**src/rtl/seq_stim_ctrl.sv**
```systemverilog
// Stimulus controller for a sequence detector under test: clears the detector,
// steps it serially through a captured pattern (MSB of the used field first) and counts its matches.
module seq_stim_ctrl #(
  parameter int PAT_W = 16,
  parameter int CNT_W = 5
) (
  input  logic             clock,
  input  logic             resetn,
  input  logic             start,
  input  logic             abort,
  input  logic [PAT_W-1:0] pattern,
  input  logic [4:0]       len,
  input  logic             det_out,
  output logic             det_resetn,
  output logic             det_w,
  output logic             det_step,
  output logic             busy,
  output logic             done,
  output logic [CNT_W-1:0] match_count,
  output logic [3:0]       first_hit
);

  localparam int LEN_W = 5;
  localparam int IDX_W = $clog2(PAT_W);

  typedef enum logic [2:0] {
    IDLE,
    CLEAR,
    DRIVE,
    SAMPLE,
    FINISH
  } state_t;

  state_t             state;
  logic [PAT_W-1:0]   pattern_q;
  logic [LEN_W-1:0]   len_q;
  logic [IDX_W-1:0]   idx;

  logic [LEN_W-1:0]   len_clamped;
  logic [LEN_W-1:0]   first_sel;
  logic [IDX_W-1:0]   next_sel;
  logic               last_bit;

  // Bit-select arithmetic: first_sel addresses the MSB of the used field,
  // next_sel the bit that follows the current idx.
  always_comb begin
    len_clamped = (len > LEN_W'(PAT_W)) ? LEN_W'(PAT_W) : len;
    first_sel   = len_q - LEN_W'(1);
    next_sel    = IDX_W'(len_q - LEN_W'(2) - LEN_W'(idx));
    last_bit    = (LEN_W'(idx) == first_sel);
  end

  // Outputs are registered alongside the state: each transition loads the
  // output values belonging to the state being entered.
  // NOTE: every register here uses <= so all of them update from the same
  // pre-edge values; a blocking = would let later statements see new values.
  always_ff @(posedge clock or negedge resetn) begin
    if (!resetn) begin
      state       <= IDLE;
      pattern_q   <= '0;
      len_q       <= '0;
      idx         <= '0;
      busy        <= 1'b0;
      done        <= 1'b0;
      det_step    <= 1'b0;
      det_w       <= 1'b0;
      det_resetn  <= 1'b0;
      match_count <= '0;
      first_hit   <= '0;
    end else begin
      done       <= 1'b0;
      det_step   <= 1'b0;
      det_w      <= 1'b0;
      det_resetn <= 1'b1;

      if (abort && state != IDLE) begin
        state <= IDLE;
        busy  <= 1'b0;
      end else begin
        case (state)
          IDLE: begin
            if (start && !abort && len != '0) begin
              state       <= CLEAR;
              busy        <= 1'b1;
              det_resetn  <= 1'b0;
              pattern_q   <= pattern;
              len_q       <= len_clamped;
              idx         <= '0;
              match_count <= '0;
              first_hit   <= '0;
            end
          end

          CLEAR: begin
            state    <= DRIVE;
            det_step <= 1'b1;
            det_w    <= pattern_q[first_sel[IDX_W-1:0]];
          end

          DRIVE: begin
            state <= SAMPLE;
          end

          SAMPLE: begin
            if (det_out) begin
              match_count <= match_count + CNT_W'(1);
              if (match_count == '0) begin
                first_hit <= 4'(idx);
              end
            end
            if (last_bit) begin
              state <= FINISH;
              done  <= 1'b1;
            end else begin
              state    <= DRIVE;
              idx      <= idx + IDX_W'(1);
              det_step <= 1'b1;
              det_w    <= pattern_q[next_sel];
            end
          end

          FINISH: begin
            state <= IDLE;
            busy  <= 1'b0;
          end

          default: begin
            state <= IDLE;
            busy  <= 1'b0;
          end
        endcase
      end
    end
  end

endmodule

```
**config.mk**
```make
export PLATFORM = sky130hd
export DESIGN_NAME = seq_stim_ctrl
export DESIGN_NICKNAME = d
export VERILOG_FILES = /design/src/rtl/seq_stim_ctrl.sv
export SDC_FILE = /design/constraint.sdc
export NUM_CORES = 1
export LEC_CHECK = 0
export CAP_MARGIN = 20
export CELL_PAD_IN_SITES_DETAIL_PLACEMENT = 1
export CELL_PAD_IN_SITES_GLOBAL_PLACEMENT = 2
export CORE_ASPECT_RATIO = 2
export CORE_MARGIN = 3
export CORE_UTILIZATION = 36
export CTS_BUF_LIST = sky130_fd_sc_hd__clkbuf_2 sky130_fd_sc_hd__clkbuf_4 sky130_fd_sc_hd__clkbuf_8
export CTS_CLUSTER_SIZE = 40
export DETAILED_ROUTE_END_ITERATION = 7
export GPL_TIMING_DRIVEN = 0
export PLACE_DENSITY = 0.83
export SETUP_SLACK_MARGIN = 0.2
export SYNTH_ARGS = -nofsm -noshare
export SYNTH_HDL_FRONTEND = slang
export SYNTH_SLANG_ARGS = --single-unit
export TNS_END_PERCENT = 30
```
**constraint.sdc**
```tcl
create_clock -name clock -period 3.4 [get_ports clock]
set_input_delay 0.34 -clock clock [delete_from_list [all_inputs] [get_ports clock]]
set_output_delay 0.34 -clock clock [all_outputs]
set_load 0.005 [all_outputs]
```
==> flow_summary.yaml <==
sta:
  rsz0062_at_grt: "no"
  relSlewSlack_pct: 58.76
  fin_crit_sh_pct: 78.81
  slew_viol_final: 0
  hold_violations: 0
  max_freq_mhz: 373.2
  worst_pin_slew_ns: 0.6102
  clock_skew_ns: 0.003543
  finalSetupTns_ns: 0
  finalSetupViolations: 0
  min_period_ns: 2.679
pwr:
  power_leakage_nw: 1.192
  internal_power_w: 0.0009810
  p_clk_share_pct: 23.5
  p_switching_w: 0.0003929
  p_comb_share_pct: 31.0
  pwr-share-seq_pct: 45.5
  peakVddDrop_mv: 0.3443
  power_density_nw_per_um2: 479.7
  switching_share_pct: 28.60
final_layout:
  drive_gt1_share_pct: 20.85
  nets: 270
  fillers: 646
  finish.utilization_pct: 47.29
  insertedDiodeCount: 0
  syn2layout_area_growth_pct: 26.74
synthesis:
  async_reset_ff_share_pct: 100.0
  synth-seq-cells: 42
  synth_most_common_cell: "dfrtp_1"
  synth_top_cells_by_count: "42 x dfrtp_1, 18 x mux2_2, 16 x nand2_1, 13 x inv_1, 10 x mux4_2"
  synthCells: 187
  seq_area_frac_synth_pct: 46.51
  yosys-top-cells-area: "dfrtp_1 47%, mux4_2 10%, mux2_2 9.0%, ha_1 4.4%, xor2_1 2.7%"
  yosysWarnings: 0
  synth_edf_count: 0
  syn_area_per_cell_um2: 12.08
  synth.distinct_cells: 41
  netlist.area_leader.share_pct: 46.51
  synth_nets: 222
  yosys_most_used_dff: "dfrtp_1"
  syn-cell-area_um2: 2260
  yosys.area.top_type: "dfrtp_1"
placement:
  place_congestion: 0.7460
  io_buffers: 39
  dpl.hpwl_um: 4147
clock_network:
  hold_buffers: 1
  clkSinkCount: 42
  root_buffer: "clkbuf_8"
  cts.clk_slew.worst_paths_ns: 0.07
  post_cts_buffers: 0
  post_cts_resized: 0
  clk_latency_ns: 0.30
  htree_levels: 2
  cts.path.max_buffers: 2
  cts_tree: "built"
  cts_made_buffers: 5
global_route:
  antenna_found_initial: 0
  grt_pass1_wl_um: 8687
  grt.overflow.total: 0
  track_usage_pct: 16.26
  grt_max_degree: 26
  grt_pass1_vias: 1732
die:
  die_x_um: 62.02
  chipHeight_um: 118.0
  dieArea_um2: 7321
  io_pins: 40
  rows: 40
  initial_utilization_pct: 37.31
  core_area_um2: 6056
critical_path:
  cp_cell_sequence: "buf_2, inv_1, ha_1, o21ba_1, a221o_1, a2111oi_4, nor2_2, mux2_2"
  crit_arrival_ns: 2.87
  setup.worst_path.class: "reg -> reg"
  required_ns: 3.59
  worstSetupEndpointType: "flip-flop"
  timing.critical_path.slowest_stage_cell: "a2111oi_4"
  critical_path.top_delay_family: "compound AO/OA/AOI/OAI gates"
  max_stage_delay_ns: 0.62
  path_buf_inv: 2
  critPathMaxFanout: 10
  startpoint_type: "flip-flop"
detailed_routing:
  wl_per_cell_um: 16.13
  via_per_inst: 5.069
  drt_iter0_markers: 41
  vias: 1617
  ant_nets: 0
  firstDrtPassIters: 4
  drcViolationCount: 0
  routed_wl_um: 5147
worst_hold_path:
  hp-class: "in -> async"
run:
  cap_viol_max_count: 0
status:
  status: "completed"
cell type report:
class                           instances  area [µm²]  area share (%)
Multi-Input combinational cell        125        1121           39.14
Inverter                               13       48.80           1.704
Timing Repair Buffer                   41       415.4           14.50
Clock buffer                            7       83.83           2.927
Tap cell                               84       105.1           3.670
Sequential cell                        42        1051           36.70
Buffer                                  7       38.79           1.354
worst reg2reg max path, stage by stage, from the launching register on:
cell and delay (ns):
dfrtp_1 0.33, buf_2 0.22, inv_1 0.11, ha_1 0.29, o21ba_1 0.20, a221o_1 0.38, a2111oi_4 0.62, nor2_2 0.13
mux2_2 0.28
metal layers:
layer  up-vias  GRT usage (%)  routed length (µm)
met4         0          7.835                 159
met5         -              0                   0
li1        759              -                   -
met2        31          28.38                3047
met3        12          3.952                 171
met1       815          16.85                1769
registers in the layout, indices dropped and copies added (netlist names):
signal       cells
len_q            5
done             1
det_resetn       1
busy             1
det_step         1
idx              4
pattern_q       16
match_count      5
first_hit        4
state            3
det_w            1
cell families (layout without fill, tap and decap cells):
| logic type | after synthesis | count (layout) | synth area share, % |
|---|---|---|---|
| buf+inv | 20 | 68 | 3.876 |
| fa+ha+maj | 9 | 9 | 5.316 |
| flops | 42 | 42 | 46.51 |
| mux | 32 | 32 | 20.71 |
| compound gates | 22 | 22 | 7.421 |
| xor+xnor | 11 | 11 | 4.263 |
| simple gates | 51 | 51 | 11.91 |
worst paths after layout:
path,start,to,slack (ns),cells past startpoint
min reg2reg,first_hit[0]$_DFFE_PN0P_,first_hit[0]$_DFFE_PN0P_,0.51,2
max,len_q[0]$_DFFE_PN0P_,idx[0]$_DFFE_PN0P_,0.72,8
max in group asynchronous,resetn,match_count[2]$_DFFE_PN0P_,2.40,3
min in group clock,first_hit[0]$_DFFE_PN0P_,first_hit[0]$_DFFE_PN0P_,0.52,2
min,resetn,idx[1]$_DFFE_PN0P_,0.51,2
max reg2reg,len_q[0]$_DFFE_PN0P_,idx[0]$_DFFE_PN0P_,0.72,8
power by group through the flow:
| stage | clock (W) | combinational [W] | sequential, W |
|---|---|---|---|
| after floorplan | 0 | 0.000314 | 0.000614 |
| after global placement | 0 | 0.000419 | 0.000630 |
| after detailed placement | 0 | 0.000433 | 0.000638 |
| after CTS | 0.000337 | 0.000435 | 0.000628 |
| after global routing | 0.000353 | 0.000467 | 0.000636 |
| final | 0.000323 | 0.000425 | 0.000626 |
stage by stage:
stage                     setup WS, ns  cells  area (µm²)  hold WS, ns  total power (W)
after floorplan                 0.9411    187        2260      0.04441        0.0009283
after global placement          0.6794    310        2755       0.5015         0.001049
after detailed placement        0.6698    311        2770       0.3032         0.001070
after CTS                       0.6652    319        2864       0.5099         0.001399
after global routing            0.5038    319        2864       0.5449         0.001456
final                           0.7206    319        2864       0.5150         0.001374
placed cells by master (no fill, tap or decap), types with 2 or more instances in the layout:
master,count
nand2_1,16
buf_2,5
clkbuf_8,5
nand3_1,5
clkbuf_1,2
ha_1,8
mux2i_1,4
xor2_1,7
mux2_2,18
and2_2,2
nor2_1,8
a21oi_1,3
or4_1,2
clkdlybuf4s50_1,38
nand2b_1,5
xnor2_1,4
inv_1,13
nand4_1,3
mux4_2,10
a22o_1,2
clkbuf_4,2
o21ai_0,8
dfrtp_1,42
Note: power is estimated with default switching activity, not from simulation.
